[src/rtl/ctrl_pipe_hazard_if.sv]
// rtl/ctrl_pipe_hazard_if.sv - decoder-side control/hazard bundle for ctrl_pipe_hazard
interface ctrl_pipe_hazard_if #(
    parameter int REG_W = 5
);
    logic             id_valid;
    logic             id_alusrc;
    logic             id_memtoreg;
    logic             id_regwrite;
    logic             id_memread;
    logic             id_memwrite;
    logic [1:0]       id_aluop;
    logic             id_branch;
    logic [REG_W-1:0] id_rd;
    logic [REG_W-1:0] id_rs1;
    logic [REG_W-1:0] id_rs2;
    logic             br_taken;
    logic             stall;
    logic             flush;

    modport master (
        output id_valid, id_alusrc, id_memtoreg, id_regwrite, id_memread, id_memwrite,
               id_aluop, id_branch, id_rd, id_rs1, id_rs2, br_taken,
        input  stall, flush
    );

    modport slave (
        input  id_valid, id_alusrc, id_memtoreg, id_regwrite, id_memread, id_memwrite,
               id_aluop, id_branch, id_rd, id_rs1, id_rs2, br_taken,
        output stall, flush
    );
endinterface

[src/rtl/ctrl_pipe_hazard.sv]
// rtl/ctrl_pipe_hazard.sv - ID/EX/MEM/WB control pipeline with load-use stall, flush and forwarding
module ctrl_pipe_hazard #(
    parameter int REG_W = 5,
    parameter int CNT_W = 16
) (
    input  logic               clk,
    input  logic               reset,
    ctrl_pipe_hazard_if.slave  dec,
    output logic               ex_alusrc,
    output logic [1:0]         ex_aluop,
    output logic               ex_branch,
    output logic               ex_memread,
    output logic [REG_W-1:0]   ex_rs1,
    output logic [REG_W-1:0]   ex_rs2,
    output logic               mem_memread,
    output logic               mem_memwrite,
    output logic               wb_regwrite,
    output logic               wb_memtoreg,
    output logic [REG_W-1:0]   wb_rd,
    output logic [1:0]         fwd_a,
    output logic [1:0]         fwd_b,
    output logic [CNT_W-1:0]   stall_cnt,
    output logic [CNT_W-1:0]   flush_cnt
);
    logic             ex_memtoreg, ex_regwrite, ex_memwrite;
    logic [REG_W-1:0] ex_rd;
    logic             mem_regwrite, mem_memtoreg;
    logic [REG_W-1:0] mem_rd;
    logic             load_use;
    logic             bubble;

    assign load_use = dec.id_valid & ex_memread & (ex_rd != '0) &
                      ((ex_rd == dec.id_rs1) | (ex_rd == dec.id_rs2));
    // A taken branch squashes the dependent instruction anyway, so it masks the stall.
    assign dec.flush = dec.br_taken;
    assign dec.stall = load_use & ~dec.br_taken;
    assign bubble    = dec.stall | dec.flush | ~dec.id_valid;

    function automatic logic [1:0] fwd_sel(
        input logic [REG_W-1:0] rs,
        input logic             m_wr,
        input logic [REG_W-1:0] m_rd,
        input logic             w_wr,
        input logic [REG_W-1:0] w_rd
    );
        if (m_wr && (m_rd != '0) && (m_rd == rs))      return 2'b10;
        else if (w_wr && (w_rd != '0) && (w_rd == rs)) return 2'b01;
        else                                           return 2'b00;
    endfunction

    assign fwd_a = fwd_sel(ex_rs1, mem_regwrite, mem_rd, wb_regwrite, wb_rd);
    assign fwd_b = fwd_sel(ex_rs2, mem_regwrite, mem_rd, wb_regwrite, wb_rd);

    always_ff @(posedge clk or negedge reset) begin
        if (!reset) begin
            ex_alusrc    <= 1'b0;
            ex_memtoreg  <= 1'b0;
            ex_regwrite  <= 1'b0;
            ex_memread   <= 1'b0;
            ex_memwrite  <= 1'b0;
            ex_aluop     <= '0;
            ex_branch    <= 1'b0;
            ex_rd        <= '0;
            ex_rs1       <= '0;
            ex_rs2       <= '0;
            mem_regwrite <= 1'b0;
            mem_memtoreg <= 1'b0;
            mem_memread  <= 1'b0;
            mem_memwrite <= 1'b0;
            mem_rd       <= '0;
            wb_regwrite  <= 1'b0;
            wb_memtoreg  <= 1'b0;
            wb_rd        <= '0;
        end else begin
            if (bubble) begin
                ex_alusrc   <= 1'b0;
                ex_memtoreg <= 1'b0;
                ex_regwrite <= 1'b0;
                ex_memread  <= 1'b0;
                ex_memwrite <= 1'b0;
                ex_aluop    <= '0;
                ex_branch   <= 1'b0;
                ex_rd       <= '0;
                ex_rs1      <= '0;
                ex_rs2      <= '0;
            end else begin
                ex_alusrc   <= dec.id_alusrc;
                ex_memtoreg <= dec.id_memtoreg;
                ex_regwrite <= dec.id_regwrite;
                ex_memread  <= dec.id_memread;
                ex_memwrite <= dec.id_memwrite;
                ex_aluop    <= dec.id_aluop;
                ex_branch   <= dec.id_branch;
                ex_rd       <= dec.id_rd;
                ex_rs1      <= dec.id_rs1;
                ex_rs2      <= dec.id_rs2;
            end
            mem_regwrite <= ex_regwrite;
            mem_memtoreg <= ex_memtoreg;
            mem_memread  <= ex_memread;
            mem_memwrite <= ex_memwrite;
            mem_rd       <= ex_rd;
            wb_regwrite  <= mem_regwrite;
            wb_memtoreg  <= mem_memtoreg;
            wb_rd        <= mem_rd;
        end
    end

    always_ff @(posedge clk or negedge reset) begin
        if (!reset) begin
            stall_cnt <= '0;
            flush_cnt <= '0;
        end else begin
            if (dec.stall && (stall_cnt != '1)) stall_cnt <= stall_cnt + 1'b1;
            if (dec.flush && (flush_cnt != '1)) flush_cnt <= flush_cnt + 1'b1;
        end
    end
endmodule

[src/flat_wrapper.sv]
// flat-port wrapper written by rule: the top's interface ports become plain ports
module ctrl_pipe_hazard_flat 
#(
    parameter int REG_W = 5,
    parameter int CNT_W = 16
)
  (clk, reset, ex_alusrc, ex_aluop, ex_branch, ex_memread, ex_rs1, ex_rs2, mem_memread, mem_memwrite, wb_regwrite, wb_memtoreg, wb_rd, fwd_a, fwd_b, stall_cnt, flush_cnt, dec_id_valid, dec_id_alusrc, dec_id_memtoreg, dec_id_regwrite, dec_id_memread, dec_id_memwrite, dec_id_aluop, dec_id_branch, dec_id_rd, dec_id_rs1, dec_id_rs2, dec_br_taken, dec_stall, dec_flush);
  ctrl_pipe_hazard_if #(.REG_W(REG_W)) dec_i ();
  input  logic clk;
  input  logic reset;
  output logic ex_alusrc;
  output logic [1:0] ex_aluop;
  output logic ex_branch;
  output logic ex_memread;
  output logic [REG_W-1:0] ex_rs1;
  output logic [REG_W-1:0] ex_rs2;
  output logic mem_memread;
  output logic mem_memwrite;
  output logic wb_regwrite;
  output logic wb_memtoreg;
  output logic [REG_W-1:0] wb_rd;
  output logic [1:0] fwd_a;
  output logic [1:0] fwd_b;
  output logic [CNT_W-1:0] stall_cnt;
  output logic [CNT_W-1:0] flush_cnt;
  input wire logic [$bits(dec_i.id_valid)-1:0] dec_id_valid;
  input wire logic [$bits(dec_i.id_alusrc)-1:0] dec_id_alusrc;
  input wire logic [$bits(dec_i.id_memtoreg)-1:0] dec_id_memtoreg;
  input wire logic [$bits(dec_i.id_regwrite)-1:0] dec_id_regwrite;
  input wire logic [$bits(dec_i.id_memread)-1:0] dec_id_memread;
  input wire logic [$bits(dec_i.id_memwrite)-1:0] dec_id_memwrite;
  input wire logic [$bits(dec_i.id_aluop)-1:0] dec_id_aluop;
  input wire logic [$bits(dec_i.id_branch)-1:0] dec_id_branch;
  input wire logic [$bits(dec_i.id_rd)-1:0] dec_id_rd;
  input wire logic [$bits(dec_i.id_rs1)-1:0] dec_id_rs1;
  input wire logic [$bits(dec_i.id_rs2)-1:0] dec_id_rs2;
  input wire logic [$bits(dec_i.br_taken)-1:0] dec_br_taken;
  output wire logic [$bits(dec_i.stall)-1:0] dec_stall;
  output wire logic [$bits(dec_i.flush)-1:0] dec_flush;
  assign dec_i.id_valid = dec_id_valid;
  assign dec_i.id_alusrc = dec_id_alusrc;
  assign dec_i.id_memtoreg = dec_id_memtoreg;
  assign dec_i.id_regwrite = dec_id_regwrite;
  assign dec_i.id_memread = dec_id_memread;
  assign dec_i.id_memwrite = dec_id_memwrite;
  assign dec_i.id_aluop = dec_id_aluop;
  assign dec_i.id_branch = dec_id_branch;
  assign dec_i.id_rd = dec_id_rd;
  assign dec_i.id_rs1 = dec_id_rs1;
  assign dec_i.id_rs2 = dec_id_rs2;
  assign dec_i.br_taken = dec_br_taken;
  assign dec_stall = dec_i.stall;
  assign dec_flush = dec_i.flush;
  ctrl_pipe_hazard #(.REG_W(REG_W), .CNT_W(CNT_W)) u_core (.clk(clk), .reset(reset), .dec(dec_i), .ex_alusrc(ex_alusrc), .ex_aluop(ex_aluop), .ex_branch(ex_branch), .ex_memread(ex_memread), .ex_rs1(ex_rs1), .ex_rs2(ex_rs2), .mem_memread(mem_memread), .mem_memwrite(mem_memwrite), .wb_regwrite(wb_regwrite), .wb_memtoreg(wb_memtoreg), .wb_rd(wb_rd), .fwd_a(fwd_a), .fwd_b(fwd_b), .stall_cnt(stall_cnt), .flush_cnt(flush_cnt));
endmodule
[config.mk]
export PLATFORM = sky130hd
export DESIGN_NAME = ctrl_pipe_hazard_flat
export DESIGN_NICKNAME = d
export VERILOG_FILES = /design/src/rtl/ctrl_pipe_hazard_if.sv /design/src/rtl/ctrl_pipe_hazard.sv /design/src/flat_wrapper.sv
export SDC_FILE = /design/constraint.sdc
export NUM_CORES = 1
export LEC_CHECK = 0
export BUFFER_PORTS_ARGS = -buffer_cell sky130_fd_sc_hd__buf_2
export CORE_ASPECT_RATIO = 1.75
export CORE_UTILIZATION = 24
export DETAILED_ROUTE_END_ITERATION = 10
export PLACE_DENSITY_LB_ADDON = 0.08
export SLEW_MARGIN = 20
export SYNTH_ARGS = -nofsm -noshare
export SYNTH_HDL_FRONTEND = slang
export SYNTH_SLANG_ARGS = --single-unit
[constraint.sdc]
create_clock -name clk -period 2.05 [get_ports clk]
set_input_delay 0.41 -clock clk [delete_from_list [all_inputs] [get_ports clk]]
set_output_delay 0.41 -clock clk [all_outputs]
set_load 0.01 [all_outputs]
Word-level counts from Yosys, hierarchy flattened
Cells that the tools add are included.
Word-level totals
  register bits after elaboration: 71
  bits of input ports: 27
  output and inout port bits: 62
  word-level logic and storage cells: 64
Cells by class
  $add $sub $neg: 2
  equality and inequality tests: 8
  mux-type cells: 14
  bitwise operators: 9
  reduce and logical (&&, ||, !) cells: 11
Operators by type and width (number)
  adder 16 x 1 -> 16 bit, second input constant: 2
  != test 16 bit, second input constant: 2
  equality test 5 bit: 6
  two-way mux 5 bit: 3
  nonzero test 5 bit: 3
  logical AND 1 bit: 8
  two-way mux 1 bit: 8
  two-way mux 2 bit: 3
  bitwise AND 1 bit: 4
  OR 1 bit: 3
  inverter 1 bit: 2

Logic depth before layout (Yosys ltp)
Gate-level depths: netlist of run 1.
  depth after elaboration: 7
  depth in mapped cells: 8
  mapped depth without buffers: 7

Least setup slack after synthesis of run 1
OpenSTA, ideal clock, no wires.
  kind: reg-to-output
  start: register u_core.mem_rd[0]
  end: output port fwd_a[0]
  data arrival time: 1.693 ns
  required time: 1.640 ns
  slack: -0.053 ns
  cell stages (with the launch flop): 5
  cell sequence: dfrtp_1 -> or4_1 -> o21ai_0 -> nor4_1 -> nor4_1
On the way
  cells in the longest elaborated chain, start to end: 4
  elaborated cells on any way between the ends: 5
  classes of those cells: eq/ne: 1; mux: 1; reduce/logical: 3
RTL lines
  start, declared: line ctrl_pipe_hazard.sv:28  | logic [REG_W-1:0] mem_rd;
  start signal, assigned: line ctrl_pipe_hazard.sv:102  | mem_rd <= ex_rd;
  nonzero test 5 bit: line ctrl_pipe_hazard.sv:46  | if (m_wr && (m_rd != '0) && (m_rd == rs)) return 2'b10;
  logical AND 1 bit: line ctrl_pipe_hazard.sv:46
  logical AND 1 bit *: line ctrl_pipe_hazard.sv:46
  two-way mux 2 bit *: line ctrl_pipe_hazard.sv:46
  end, declared: line flat_wrapper.sv:22  | output logic [1:0] fwd_a;
Mark *: on every way between the ends. The rest lies on a longest branch, timed or not.

Worst setup path after layout of run 1
  start: register u_core.mem_rd[0]
  end: output port fwd_b[0]
On the way
  cells in the longest elaborated chain, start to end: 4
  elaborated cells on any way between the ends: 5
  classes of those cells: eq/ne: 1; mux: 1; reduce/logical: 3
RTL lines
  nonzero test 5 bit: line ctrl_pipe_hazard.sv:46
  logical AND 1 bit: line ctrl_pipe_hazard.sv:46
  logical AND 1 bit *: line ctrl_pipe_hazard.sv:46
  two-way mux 2 bit *: line ctrl_pipe_hazard.sv:46
  end, declared: line flat_wrapper.sv:23  | output logic [1:0] fwd_b;
Marks and branches as above.

==> results of run 1 <==
[routing by layer]
layer  track usage, %  up-vias  wire length (um)
met3            3.954        7               391
met1            13.48     1142              3070
met5                0        -                 0
li1                 -     1127                 -
met2            23.03       68              4560
met4            5.069        0               114
[area by class of cell]
class	count	area [um^2]
clock inverter	5	57.56
multi-input combinational	183	1393
clock buffer	11	242.7
sequential	71	1778
timing repair buffer	119	729.5
tap	168	210.2
fill	1312	8145
inverter	3	11.26
[cell families after synthesis]
family / synth area share, %
and+or+nand+nor: 21.52
DFF: 57.01
xor gates and xnor gates: 15.74
AOI/OAI and AO/OA: 1.806
buffers and inverters: 1.565
muxes: 1.565
adders and majority gates: 0.8028
[timing repair]
action	CTS	global route
hold endpoints to repair	13	0
endpoints found under the setup margin	5	21
pin swaps	5	10
hold buffers	1	0
buffers inserted	7	3
gates resized for setup	6	18
[worst paths after layout]
kind	startpoint	endpoint	slack [ps]	depth (start not counted)
max in group asynchronous	reset	u_core.flush_cnt[12]	880	3
hold reg to reg	u_core.ex_regwrite	u_core.mem_regwrite	350	0
min in group asynchronous	reset	u_core.mem_memtoreg	530	2
setup reg to reg	u_core.ex_rd[2]	u_core.stall_cnt[1]	40	6
setup / recovery	u_core.mem_rd[0]	fwd_b[0]	-250	5
hold / removal	dec_id_rd[3]	u_core.ex_rd[3]	280	2
[stage by stage]
stage / instances / utilization, % / power, uW / hold slack, ps
after global routing: 560 / 35.19 / 3870 / 271.5
after CTS: 557 / 34.27 / 3730 / 269.7
final: 560 / 35.19 / 3670 / 284.7
after detailed placement: 533 / 31.17 / 2109 / 331.3
after floorplan: 262 / - / 1872 / 114.4
after global placement: 533 / 31.17 / 2105 / 332.0
[Yosys cell counts, types with 2 or more instances]
master / number
dfrtp_1: 71
xor2_1: 34
and2_1: 23
xnor2_1: 22
nand2_1: 18
nor2_1: 14
nand3_1: 12
nand4_1: 8
nor2_2: 6
nor4_1: 6
or4_1: 5
nor3_1: 4
buf_2: 3
inv_1: 3
nand2b_1: 3
nor2b_1: 3
o21ai_0: 3
ha_1: 2
mux2_2: 2
nor3_2: 2
nor3_4: 2
[sequential cells by signal, indices dropped and copies added (netlist names), 2 cells and up]
register / count
u_core.mem_rd: 5
u_core.flush_cnt: 16
u_core.ex_aluop: 2
u_core.wb_rd: 5
u_core.ex_rd: 5
u_core.ex_rs2: 5
u_core.ex_rs1: 5
u_core.stall_cnt: 16
[cells in the final DEF, fill, tap and decap left out, types with 4 or more instances in the layout]
| master | Yosys | routed |
|---|---|---|
| nor4_2 | 1 | 5 |
| buf_6 | 0 | 7 |
| xor2_1 | 34 | 33 |
| buf_2 | 3 | 87 |
| nor2_1 | 14 | 14 |
| and2_1 | 23 | 23 |
| buf_4 | 1 | 22 |
| nor2_2 | 6 | 4 |
| xnor2_1 | 22 | 22 |
| clkbuf_16 | 0 | 9 |
| nand2_1 | 18 | 18 |
| nand3_1 | 12 | 12 |
| nand4_1 | 8 | 8 |
| dfrtp_1 | 71 | 70 |
[power groups by stage]
| stage | logic [uW] | registers (uW) | clock network (uW) |
|---|---|---|---|
| 2_1_floorplan | 195 | 1680 | 0 |
| 3_3_place_gp | 461 | 1640 | 0 |
| 3_5_place_dp | 463 | 1650 | 0 |
| 4_1_cts | 478 | 1620 | 1630 |
| 5_1_grt | 545 | 1640 | 1690 |
| 6_report | 482 | 1620 | 1570 |
==> impl_metrics.yaml, run 1 <==
run_status:
  outcome: "complete, but fails checks"
  violations: "setup timing"
logic_synthesis:
  ys_seq_area_share_pct: 57.01
  netlist.top_cell.by_area: "dfrtp_1"
  synth.distinct_cells: 37
  synth_top_cell_area_share_pct: 57.01
  synth_fp_nets: 291
  yosys_warnings: 0
  synth_edf_count: 0
  synth_area_um2: 3117
  synthArstFlopShare_pct: 100.0
  synth.area.top_cells: "dfrtp_1, xor2_1, xnor2_1"
  synthFlopType: "dfrtp_1"
  synth_area_per_cell_um2: 11.90
  synth-seq-cells: 71
  syn_inst: 262
grt:
  antenna_found_initial: 0
  grt_remaining_overflow: 0
  grtUsageTotal_pct: 12.81
  grt_max_degree: 59
  grt_pass1_wl_um: 12600
  grt_pass1_vias: 2336
critical_path:
  cp-end-kind: "output port"
  cp.required_ps: 1640
  cp_slowest_stage_delay_ps: 540
  critical_path_class: "reg2out"
  path_cells: "or4_4 > o21ai_4 > nor4_2 > nor4_2 > buf_2"
  cpLargestDelayFamily: "simple AND/OR/NAND/NOR gates"
  start_kind: "flop"
  critPathMaxFanout: 2
  crit_arrival_ps: 1890
  cp_slowest_cell: "or4_4"
  cp_common_cell: "nor4_2"
  worst-path-buf-inv: 1
finish:
  nets: 416
  diodes: 0
  area_growth_pct: 41.87
  post-route-cell-area_um2: 4422
  drive_above_1_share_pct: 42.09
placed_design:
  gp_congestion: 0.7120
  post-place-ws_ps: -38.06
  io_buffers: 88
  place_area_um2: 3918
  dpl.hpwl_um: 5961
timing:
  post-route-min-period_ps: 2305
  fmax_mhz: 433.9
  rsz0062_at_grt: "yes"
  drv_slew: 0
  finalSetupTns_ps: -777.9
  slew_headroom_pct: 64.81
  setup_slack_ps: -254.8
  tightestPinTransition_ps: 526.8
  finalClockSkew_ps: 6.581
  hold_viol_final: 0
  setup_viol: 5
  finalCritPeriodShare_pct: 112.4
cts:
  insertion_delay_ps: 330
  cts_tree: "yes"
  cts_buffer_depth: 2
  path_clk_slew_ps: 60
  root_buffer: "clkbuf_16"
  htreeDepth: 3
  numClockSinks: 71
  cts_buffers: 9
floorplan:
  die_area_um2: 13460
  dieWidth_um: 88.15
  die_y_um: 152.8
  pin_count: 89
  core_area_um2: 12570
  rows: 54
  initial_utilization_pct: 24.80
power_and_ir_drop:
  p_int_uw: 2713
  p_switching_uw: 957.2
  power-per-cell-area_nw_per_um2: 830.1
  power_frac_clock_pct: 42.7
  power.leakage_uw: 0.002282
  seqPwrFrac_pct: 44.1
  netSwitchingFraction_pct: 26.08
  vdd.ir_drop.worst_mv: 0.4707
  combPwrFrac_pct: 13.1
drt:
  drc: 0
  viasPerCell: 4.186
  first_pass_iters: 5
  initialDrtViolationCount: 52
  postRouteAntennaNets: 0
  vias: 2344
  wl_per_cell_um: 14.53
  wl_um: 8136
worst_hold_path:
  hold_class: "in2reg"
job:
  drv_cap: 0
Note: power is estimated with default switching activity, not from simulation.
==> run 2, diff against run 1 <==
--- a/config.mk
+++ b/config.mk
@@ -5,6 +5,7 @@
 export SDC_FILE = /design/constraint.sdc
 export NUM_CORES = 1
 export LEC_CHECK = 0
+export ABC_AREA = 1
 export BUFFER_PORTS_ARGS = -buffer_cell sky130_fd_sc_hd__buf_2
 export CORE_ASPECT_RATIO = 1.75
 export CORE_UTILIZATION = 24
==> run 2 against run 1 <==
Net effect:
- the flow now finishes without violations
- sequential power about the same
- via count up 21%
- sequential cell count unchanged
- sequential share of layout area down 0.96 points
- critical path depth up 1
- hold slack worse by 1.3 ps
- worst setup slack better by 370 ps
- clock power up 8%
- die area up 11%
- count of clock-buffer cells in the layout unchanged
- critical endpoint is now dec_stall
==> impl_metrics.yaml, run 2 <==
logic_synthesis:
  synth.area.top_cells: "dfrtp_1, nand2_1, nor2_1"
  yosys_warnings: 0
  yosysMostFrequentCell: "nand2_1"
  synth_edf_count: 0
  synthArstFlopShare_pct: 100.0
  synth_common_cells: "nand2_1, dfrtp_1, nor2_1, inv_1, xor2_1"
  synth_area_um2: 3471
  ys_seq_area_share_pct: 51.19
  synthFlopType: "dfrtp_1"
  synth_top_cell_area_share_pct: 51.19
  netlist.top_cell.by_area: "dfrtp_1"
  synth_area_per_cell_um2: 8.528
  synth_fp_nets: 436
  synth-seq-cells: 71
  syn_inst: 407
  synth.distinct_cells: 28
worst_hold_path:
  min_path_cells: 3
  hold_class: "in2reg"
grt:
  antenna_found_initial: 1
  grt_pass1_wl_um: 14770
  grt_remaining_overflow: 0
  grtUsageTotal_pct: 13.01
  grt_pass1_vias: 2849
  grt_max_degree: 57
critical_path:
  cp.required_ps: 1640
  reg2reg_depth: 8
  critPathMaxFanout: 4
  crit_arrival_ps: 1530
  critical_path_class: "reg2out"
  cp-end-kind: "output port"
  start_kind: "flop"
drt:
  wl_met2_um: 4855
  initialDrtViolationCount: 131
  wl_met1_um: 3728
  postRouteAntennaNets: 0
  first_pass_iters: 4
  top_layer_used: "met5"
  viasPerCell: 4.120
  drc: 0
  wl_um: 9132
  wl_per_cell_um: 13.23
  dr_wl_met3_um: 344
  vias: 2843
timing:
  finalClockSkew_ps: 4.361
  setup_viol: 0
  finalSetupTns_ps: 0
  post-route-min-period_ps: 1940
  drv_slew: 0
  slew_headroom_pct: 77.65
  finalCritPeriodShare_pct: 94.62
  rsz0062_at_grt: "no"
  setup_slack_ps: 110.3
  tightestPinTransition_ps: 335.3
  fmax_mhz: 515.5
  hold_viol_final: 0
floorplan:
  rows: 57
  pin_count: 89
  core_area_um2: 13980
  initial_utilization_pct: 24.83
  dieWidth_um: 92.91
  die_area_um2: 14970
  die_y_um: 161.1
finish:
  top_regs: "u_core.flush_cnt: 16 flops, u_core.stall_cnt: 16 flops"
  nets: 537
  diodes: 0
  n_fill_cell: 1550
  drive_above_1_share_pct: 26.32
  final_common_cell: "nand2_1"
  final_cell_mix: "nand2_1, buf_2, dfrtp_1"
  area_growth_pct: 30.61
cts:
  numClockSinks: 71
  cts_tree: "yes"
  insertion_delay_ps: 330
  path_clk_slew_ps: 60
  cts_buffers: 9
  cts_buffer_depth: 2
  htreeDepth: 3
  root_buffer: "clkbuf_16"
placed_design:
  io_buffers: 88
  gp_congestion: 0.7781
  dpl.hpwl_um: 6929
  post-place-ws_ps: 114.4
run_status:
  outcome: "completed"
power_and_ir_drop:
  power.leakage_uw: 0.002483
  vdd.ir_drop.worst_mv: 0.4292
  power-per-cell-area_nw_per_um2: 842.2
job:
  drv_cap: 0
## run 2: cell count changes after synthesis, sizes merged, moves of 9 or more
cell and change:
nand2 +99, xor2 -9, and2 -23, nand3 +9, nor2 +42, inv +49
## run 2: worst max-delay path: stages (launching register included)
cell     delay, ps
dfrtp_1        410
xnor2_1        280
nand3_2        130
nand2_4        100
nand3_4         70
inv_1           80
buf_2          130
## run 2: cell families after synthesis
group                      Yosys count  synth area share (%)
DFF                                 71                 51.19
AOI/OAI and AO/OA                    7                 1.009
adders and majority gates            2                0.7209
xor gates and xnor gates            45                 11.36
buffers and inverters               59                 7.318
and+or+nand+nor                    223                 28.41
## run 2: power by group
part,internal [uW],switching (uW)
clock,1100,597
sequential,1500,140
combinational,206,272
total,2810,1010
## run 2: final cells by class
type / instances / area (um^2) / share of cell area (%)
multi-input combinational: 277 / 1466 / 32.35
clock buffer: 11 / 242.7 / 5.355
sequential: 71 / 1779 / 39.25
timing repair buffer: 96 / 543.0 / 11.98
tap: 177 / 221.5 / 4.885
inverter: 53 / 198.9 / 4.389
clock inverter: 5 / 81.33 / 1.794
## run 2: worst paths after layout
path	from	to	slack, ps
max reg2reg	u_core.flush_cnt[0]	u_core.flush_cnt[13]	270
max in group asynchronous	reset	u_core.ex_rd[0]	940
max	u_core.ex_rd[4]	dec_stall	110
min in group asynchronous	reset	u_core.stall_cnt[1]	490
min	dec_id_aluop[0]	u_core.ex_aluop[0]	280
min reg2reg	u_core.ex_regwrite	u_core.mem_regwrite	350
## run 2: metal layers
| metal | vias up | GRT usage (%) |
|---|---|---|
| li1 | 1444 | - |
| met4 | 2 | 6.294 |
| met1 | 1322 | 14.66 |
| met3 | 12 | 2.072 |
| met2 | 63 | 23.40 |
| met5 | - | 0 |
## run 2: what timing repair did
| action | 4_1_cts | 5_1_grt |
|---|---|---|
| gates resized for setup | 1 | 9 |
| endpoints found under the setup margin | 2 | 12 |
| pin swaps | 0 | 1 |
| buffers inserted | 0 | 2 |
| endpoints found under the hold margin | 15 | 0 |
| hold buffers | 1 | 0 |
## run 2: per-stage QoR
stage	instances	util [%]	area [um^2]	total power [uW]	hold slack [ps]
after global placement	671	29.73	4155	2152	295.9
after CTS	688	32.12	4489	3878	273.1
after detailed placement	671	29.73	4155	2160	301.4
after floorplan	407	-	3471	1899	114.4
after global routing	690	32.43	4533	3999	287.5
final	690	32.43	4533	3818	283.5
